==> config.mk <==
export PLATFORM = sky130hd
export DESIGN_NAME = fir_fifo_param
export DESIGN_NICKNAME = d
export VERILOG_FILES = /design/src/rtl/fir_fifo_param.sv
export SDC_FILE = /design/constraint.sdc
export NUM_CORES = 1
export LEC_CHECK = 0
export BUFFER_PORTS_ARGS = -buffer_cell sky130_fd_sc_hd__buf_2
export CORE_MARGIN = 8
export CORE_UTILIZATION = 70
export CTS_BUF_LIST = sky130_fd_sc_hd__clkbuf_8
export DETAILED_ROUTE_END_ITERATION = 16
export GPL_TIMING_DRIVEN = 1
export PLACE_DENSITY = 0.87
export SYNTH_ARGS = -nofsm -noshare
export SYNTH_HDL_FRONTEND = slang
export SYNTH_SLANG_ARGS = --single-unit
==> constraint.sdc <==
create_clock -name clk -period 20.7 [get_ports clk]
set_input_delay 3.105 -clock clk [delete_from_list [all_inputs] [get_ports clk]]
set_output_delay 3.105 -clock clk [all_outputs]
set_load 0.1 [all_outputs]
==> src/rtl/fir_fifo_param.sv <==
// fir_fifo_param: time-multiplexed FIR filter (one MAC per clock, TAPS clocks per
// sample) with serial coefficient loading and a first-word-fall-through output FIFO.
// Optional feature: define FIR_SATURATE_EN to clamp results to the OUT_W signed
// range; otherwise the low OUT_W bits of the scaled accumulator are kept.
// FIFO_DEPTH must be a power of two and at least 2; TAPS must be at least 2.
module fir_fifo_param #(
    parameter int unsigned DATA_W     = 12,
    parameter int unsigned COEF_W     = 12,
    parameter int unsigned TAPS       = 16,
    parameter int unsigned OUT_W      = 16,
    parameter int unsigned SHIFT      = 0,
    parameter int unsigned FIFO_DEPTH = 16
) (
    input  logic              clk,
    input  logic              rst,
    input  logic [DATA_W-1:0] data_in,
    input  logic              send_i,
    input  logic [COEF_W-1:0] coef_in,
    input  logic              pulsador_carga_coef_i,
    input  logic              cambio_coef_i,
    input  logic              rd_en_i,
    output logic [OUT_W-1:0]  dato_out,
    output logic              dato_valid_o,
    output logic              led_full,
    output logic              overflow_o,
    output logic              coef_ready_o,
    output logic              busy_o
);

    localparam int unsigned K_W    = $clog2(TAPS);
    localparam int unsigned PROD_W = DATA_W + COEF_W;
    localparam int unsigned ACC_W  = PROD_W + $clog2(TAPS);
    // Working width for scaling: wide enough to hold the accumulator and the output range
    localparam int unsigned EXT_W  = (ACC_W > OUT_W) ? ACC_W : OUT_W + 1;
    localparam int unsigned PTR_W  = $clog2(FIFO_DEPTH);
    localparam int unsigned CNT_W  = PTR_W + 1;

    typedef enum logic [1:0] {StIdle, StLoad, StMac, StPush} state_e;

    state_e                   state_q;
    logic                     send_q;
    logic                     cambio_q;
    logic                     send_edge;
    logic                     cambio_edge;
    logic signed [DATA_W-1:0] x_q    [TAPS];
    logic signed [COEF_W-1:0] coef_q [TAPS];
    // Shared index: coefficient write slot in LOAD, current tap in MAC
    logic [K_W-1:0]           idx_q;
    logic signed [ACC_W-1:0]  acc_q;
    logic signed [PROD_W-1:0] prod;
    logic signed [EXT_W-1:0]  acc_ext;
    logic signed [EXT_W-1:0]  scaled;
    logic [OUT_W-1:0]         y;
    logic                     coef_ready_q;
    logic                     busy_q;

    logic [OUT_W-1:0]         mem_q [FIFO_DEPTH];
    logic [PTR_W-1:0]         rd_ptr_q;
    logic [PTR_W-1:0]         wr_ptr_q;
    logic [CNT_W-1:0]         count_q;
    logic                     overflow_q;
    logic                     fifo_full;
    logic                     fifo_empty;
    logic                     push_req;
    logic                     push;
    logic                     pop;

    assign send_edge   = send_i & ~send_q;
    assign cambio_edge = cambio_coef_i & ~cambio_q;

    // Edge-detector history; in reset this preloads the current level so a held input is no edge
    always_ff @(posedge clk) begin
        send_q   <= send_i;
        cambio_q <= cambio_coef_i;
    end

    // Control FSM: coefficient loading, delay-line shift, MAC sequencing, registered status
    always_ff @(posedge clk) begin
        if (rst) begin
            state_q      <= StIdle;
            idx_q        <= '0;
            acc_q        <= '0;
            coef_ready_q <= 1'b0;
            busy_q       <= 1'b0;
            for (int i = 0; i < TAPS; i++) begin
                x_q[i]    <= '0;
                coef_q[i] <= '0;
            end
        end else begin
            unique case (state_q)
                StIdle: begin
                    if (pulsador_carga_coef_i) begin
                        // Button press already presents coefficient 0
                        state_q      <= StLoad;
                        busy_q       <= 1'b1;
                        coef_ready_q <= 1'b0;
                        idx_q        <= '0;
                        coef_q[0]    <= coef_in;
                    end else if (send_edge && coef_ready_q) begin
                        state_q <= StMac;
                        busy_q  <= 1'b1;
                        idx_q   <= '0;
                        acc_q   <= '0;
                        x_q[0]  <= data_in;
                        for (int i = 1; i < TAPS; i++) begin
                            x_q[i] <= x_q[i-1];
                        end
                    end
                end
                StLoad: begin
                    if (pulsador_carga_coef_i) begin
                        idx_q     <= '0;
                        coef_q[0] <= coef_in;
                    end else if (cambio_edge) begin
                        coef_q[idx_q] <= coef_in;
                        if (idx_q == K_W'(TAPS - 1)) begin
                            state_q      <= StIdle;
                            busy_q       <= 1'b0;
                            coef_ready_q <= 1'b1;
                        end else begin
                            idx_q <= idx_q + K_W'(1);
                        end
                    end
                end
                StMac: begin
                    acc_q <= acc_q + ACC_W'(prod);
                    if (idx_q == K_W'(TAPS - 1)) begin
                        state_q <= StPush;
                    end else begin
                        idx_q <= idx_q + K_W'(1);
                    end
                end
                StPush: begin
                    state_q <= StIdle;
                    busy_q  <= 1'b0;
                end
                default: begin
                    state_q <= StIdle;
                    busy_q  <= 1'b0;
                end
            endcase
        end
    end

    // Single shared multiplier, full-precision product for the current tap
    always_comb begin
        prod = PROD_W'(x_q[idx_q]) * PROD_W'(coef_q[idx_q]);
    end

    // Output scaling and reduction to OUT_W
`ifdef FIR_SATURATE_EN
    localparam logic signed [EXT_W-1:0] SAT_MAX = {{(EXT_W-OUT_W+1){1'b0}}, {(OUT_W-1){1'b1}}};
    localparam logic signed [EXT_W-1:0] SAT_MIN = ~SAT_MAX;

    always_comb begin
        acc_ext = EXT_W'(acc_q);
        scaled  = acc_ext >>> SHIFT;
        if (scaled > SAT_MAX) begin
            y = OUT_W'(SAT_MAX);
        end else if (scaled < SAT_MIN) begin
            y = OUT_W'(SAT_MIN);
        end else begin
            y = OUT_W'(scaled);
        end
    end
`else
    always_comb begin
        acc_ext = EXT_W'(acc_q);
        scaled  = acc_ext >>> SHIFT;
        y       = OUT_W'(scaled);
    end
`endif

    assign fifo_full  = (count_q == CNT_W'(FIFO_DEPTH));
    assign fifo_empty = (count_q == '0);
    assign push_req   = (state_q == StPush);
    assign pop        = rd_en_i & ~fifo_empty;
    // A pop in the same cycle frees the slot, so a full FIFO still accepts the push
    assign push       = push_req & (~fifo_full | pop);

    // FIFO storage has no reset; the head is masked to 0 while empty
    always_ff @(posedge clk) begin
        if (push) begin
            mem_q[wr_ptr_q] <= y;
        end
    end

    // FIFO pointers, occupancy and the sticky drop flag
    always_ff @(posedge clk) begin
        if (rst) begin
            rd_ptr_q   <= '0;
            wr_ptr_q   <= '0;
            count_q    <= '0;
            overflow_q <= 1'b0;
        end else begin
            if (push) begin
                wr_ptr_q <= wr_ptr_q + PTR_W'(1);
            end
            if (pop) begin
                rd_ptr_q <= rd_ptr_q + PTR_W'(1);
            end
            if (push && !pop) begin
                count_q <= count_q + CNT_W'(1);
            end else if (pop && !push) begin
                count_q <= count_q - CNT_W'(1);
            end
            if (push_req && !push) begin
                overflow_q <= 1'b1;
            end
        end
    end

    assign dato_out     = fifo_empty ? '0 : mem_q[rd_ptr_q];
    assign dato_valid_o = ~fifo_empty;
    assign led_full     = fifo_full;
    assign overflow_o   = overflow_q;
    assign coef_ready_o = coef_ready_q;
    assign busy_o       = busy_q;

endmodule

# After elaboration in Yosys (flattened, before gate mapping)

Memories as Yosys holds them, arrays and structs flattened. A register that Yosys moved wholly into a read port is not among the register bits.
Index checks and enable logic that the tools add are counted.

Flip-flop bits (word level): 52
Bits in writable memories: 640
Memories: 3
Word-level logic and storage cells: 159

Bitwise operators: 27
Add/subtract/negate cells: 6
Multiply operators: 1
Mux-type cells: 78
Equality and inequality tests: 14
Reduce and logical (&&, ||, !) cells: 19

Memories:

| memory | words | width | read ports | clocked after Yosys merged registers in | wr ports | line | text |
|---|---|---|---|---|---|---|---|
| mem_q  | 16    | 16    | 1          | 1                                       | 1        | 57   | `logic [OUT_W-1:0] mem_q [FIFO_DEPTH];` |
| coef_q | 16    | 12    | 1          | 1                                       | 16       | 46   | `logic signed [COEF_W-1:0] coef_q [TAPS];` |
| x_q    | 16    | 12    | 16         | 1                                       | 16       | 45   | `logic signed [DATA_W-1:0] x_q [TAPS];` |

Operator list:

| operator              | number |
|---|---|
| $mux W12              | 19 |
| $mux W28              | 2 |
| $pmux W28 S2          | 1 |
| $mux W4               | 12 |
| $mux W1               | 31 |
| $add A28 B24 Y28      | 1 |
| $mul A12 B12 Y24      | 1 |
| $or A1 B1 Y1          | 19 |
| $mux W16              | 1 |
| $reduce_and A5 Y1     | 3 |
| $ne A2 B2 Y1 const B  | 7 |
| $add A4 B1 Y4 const B | 3 |
| $mux W2               | 6 |
| $pmux W4 S3           | 1 |
| $reduce_or A12 Y1     | 1 |
| $mux W5               | 2 |
| $pmux W2 S4           | 1 |
| $ne A3 B3 Y1 const B  | 2 |
| $reduce_and A3 Y1     | 2 |
| $reduce_bool A2 Y1    | 3 |
| $reduce_bool A3 Y1    | 2 |
| $add A5 B1 Y5 const B | 1 |
| $eq A5 B5 Y1 const B  | 1 |
| $logic_not A5 Y1      | 1 |
| 11 further kinds      | 22 |

# Longest topological paths before layout

Depth in word-level cells: 9
Gate-level depth with buffers: 31
Gate-level depth less buffers: 25

# Worst setup path after synthesis

Ideal clock, no wire load.

Path type: input port to flip-flop
From: in rst
To: mem x_q[0][0] (enable)
Arrival time: 6.805 ns
Setup time: 1.545 ns
Path buffers: 2
Slack: 12.350 ns
Stages: 4
Cell sequence: inv_1 > clkbuf_1 > buf_1 > nand2_1

RTL lines:

| element            | line | text |
|---|---|---|
| start: declaration | 15   | `input logic rst,` |
| end: declaration   | 45   |  |

==> flow_summary_export.csv <==
group,metric,value,unit
sta,period_minus_slack,7.85,ns
grt,grt_max_degree,121,
worst_setup_path,path_class,"flop to flop",
worst_setup_path,worstPathRequired,21.32,ns
route,num_vias,17835,
power_and_ir_drop,ir_worst_vdd,0.151,mV
logic_synthesis,avgSynthCellArea,15.9,um2
die,io_pins,51,
finish,layout.cells.non_filler,2819,
logic_synthesis,synth_edf_count,640,
logic_synthesis,synth_fp_nets,2265,
sta,fmax,0.127,GHz
route,postRouteAntennaNets,0,
die,die_height,233,um
worst_setup_path,crit_slowest_cell,"dfxtp_4",
clock_tree,clock_path_buffers,3,
grt,grt_overflow_total,0,
placement,hpwl,43600,um
power_and_ir_drop,p_per_area,123,mW/mm2
die,coreArea,0.0466,mm2
sta,relSlewSlack,17.4,%
logic_synthesis,synth-seq-cells,688,
route,wl_per_cell,24.0,um
clock_tree,cts_made_buffers,103,
grt,grt_pass1_wl,106000,um
logic_synthesis,yosysTopAreaCellShare,58.3,%
logic_synthesis,yosysSeqAreaShare,61.2,%
grt,top_usage_layer,"met2",
grt,grt_use_met2,44.1,%
worst_setup_path,worstSetupStartpointType,"flop",
logic_synthesis,syn_inst,2076,
clock_tree,h-tree-depth,3,
logic_synthesis,yosysMostFrequentCell,"edfxtp_1",
logic_synthesis,async_flop_share,0,%
logic_synthesis,yosysWarnings,0,
finish,num-nets-final,2329,
finish,nFillCells,2607,
clock_tree,insertion_delay,0.70,ns
worst_setup_path,critPathMostFrequentCell,"fa_1",
grt,grt_util_all_layers,25.7,%
logic_synthesis,synth_area_leaders,"edfxtp_1, mux4_2, and2_1",
sta,final_hold_viol_count,0,
worst_setup_path,critPathArrivalTime,8.47,ns
clock_tree,clk_pin_slew,0.07,ns
route,via_per_inst,6.33,
logic_synthesis,syn-cell-area,0.0330,mm2
grt,antenna_found_initial,0,
worst_setup_path,cpPeakStageDelay,0.77,ns
power_and_ir_drop,p_leak,0.0132,uW
clock_tree,cts_hold_buf,0,
logic_synthesis,ys_types,57,
route,remaining_drc_errors,0,
clock_tree,cts_tree,"done",
finish,area_growth,7.71,%
sta,rsz0062_at_grt,"no",
placement,io_buffers,50,
grt,use_met1,32.6,%
sta,holdWs,0.467,ns
clock_tree,cts_sinks,688,
sta,tns,0,ns
logic_synthesis,synth_flop_cell,"edfxtp_1",
grt,grt_pass1_vias,18942,
sta,worst_pin_slew,1.24,ns
route,drtIter0Drc,1664,
die,die_w,233,um
route,wl,67700,um
die,die-area,0.0543,mm2
placement,gp_congestion,0.858,
worst_setup_path,r2r_setup_slack,12.85,ns
worst_setup_path,path_max_fanout,34,
die,initial_core_util,70.9,%
finish,antenna_cells,0,
outcome,run_status,"finished clean",
sta,skew,0.0168,ns
finish,drive_gt1_share,18.4,%
clock_tree,cts_setup_buffers,0,
die,placementRows,79,
route,drt_pass1_iterations,5,
run,maxCapViolations,0,
worst_setup_path,crit_path_cell_trace,"buf_4 -> mux4_1 -> mux4_2 -> and2_1 -> fa_1 -> inv_1 -> fa_1 -> inv_1 -> fa_1 -> inv_1 -> fa_1 -> inv_1 -> fa_1 -> ha_1 -> ha_1 -> a21oi_1 -> o21bai_1 -> a21oi_1 -> o21bai_1 -> a21oi_1 -> o21bai_1 -> a2111o_1 -> o211ai_1",
sta,finalCritPeriodShare,37.9,%
worst_hold_path,hp-class,"flop to flop",
clock_tree,post_cts_resized,0,
sta,setup_viol,0,
placement,placed_cells_incl_taps,2642,
clock_tree,cts_root_buffer,"clkbuf_8",
grt,grtUsageMet3,4.93,%
logic_synthesis,synth_common_cells,"edfxtp_1, and2_1, mux4_2",
logic_synthesis,yosysTopAreaCell,"edfxtp_1",
sta,final_max_slew_viol_count,0,
worst_setup_path,cp-end-kind,"flop",
## layout make-up
class,count,area (um2),area share (%)
Tap cell,607,759,2.14
Inverter,119,447,1.26
Clock inverter,67,334,0.940
Sequential cell,688,20200,56.8
Timing Repair Buffer,78,463,1.30
Multi-Input combinational cell,1150,11800,33.3
Clock buffer,110,1510,4.26
## registers in the layout (all words and copies together), names as in the netlist, 2 cells and up, named ones only
register  flops
mem_q       256
coef_q      192
idx_q         4
count_q       5
acc_ext      16
wr_ptr_q      4
rd_ptr_q      4
x_q         192
state_q       2
## cells in the final DEF, fill, tap and decap left out, types with 29 or more instances in the layout
cell type,count
dfxtp_1,44
ha_1,66
mux4_2,188
nand2_1,88
buf_2,49
clkbuf_8,110
inv_1,158
nor2b_1,78
edfxtp_1,640
nor2_1,47
a21oi_1,39
fa_1,93
buf_4,29
and2_1,388
## layer usage
metal | share of wire [%] | wire length (um)
met5 | 0 | 0
met4 | 3.2 | 2170
met3 | 7.2 | 4860
met2 | 52 | 34900
met1 | 38 | 25800
## critical path, delay by kind of cell, from the launching register on
kind / cells / cell delay, ns
adder cells (fa/ha/maj): 7 / 3.06
AO/OA/AOI/OAI: 8 / 1.47
buffers and inverters: 5 / 0.90
AND/OR/NAND/NOR: 1 / 0.22
flip-flops: 1 / 0.77
multiplexers: 2 / 1.27
## cell families after synthesis
group	Yosys count	synth area share, %
buffers and inverters	238	3.05
DFF	688	61.2
AOI/OAI and AO/OA	105	2.00
adders and majority gates	159	8.15
muxes	196	13.3
and+or+nand+nor	653	11.3
xor gates and xnor gates	37	1.02
## report_power, final
group | switching, uW | internal [uW] | total, uW
combinational | 997 | 726 | 1720
clock | 505 | 511 | 1020
sequential | 51.5 | 1570 | 1630
total | 1550 | 2810 | 4360
## through the flow
stage | power [uW] | area (um2) | setup WS, ns | util [%]
after global placement | 3310 | 33700 | 12.91 | 72.4
after detailed placement | 3380 | 33700 | 12.84 | 72.4
after global routing | 4630 | 35500 | 12.43 | 76.3
after floorplan | 3010 | 33000 | 12.35 | -
after CTS | 4390 | 35500 | 12.81 | 76.3
final | 4360 | 35500 | 12.85 | 76.3
## final timing paths
path | startpoint | end | cells past startpoint
worst max register to register | flop | acc_ext[14] | 23
worst min-delay path | overflow_o | overflow_o | 2
worst min register to register | overflow_o | overflow_o | 2
worst max-delay path | flop | acc_ext[14] | 23
Note: power is estimated with default switching activity, not from simulation.
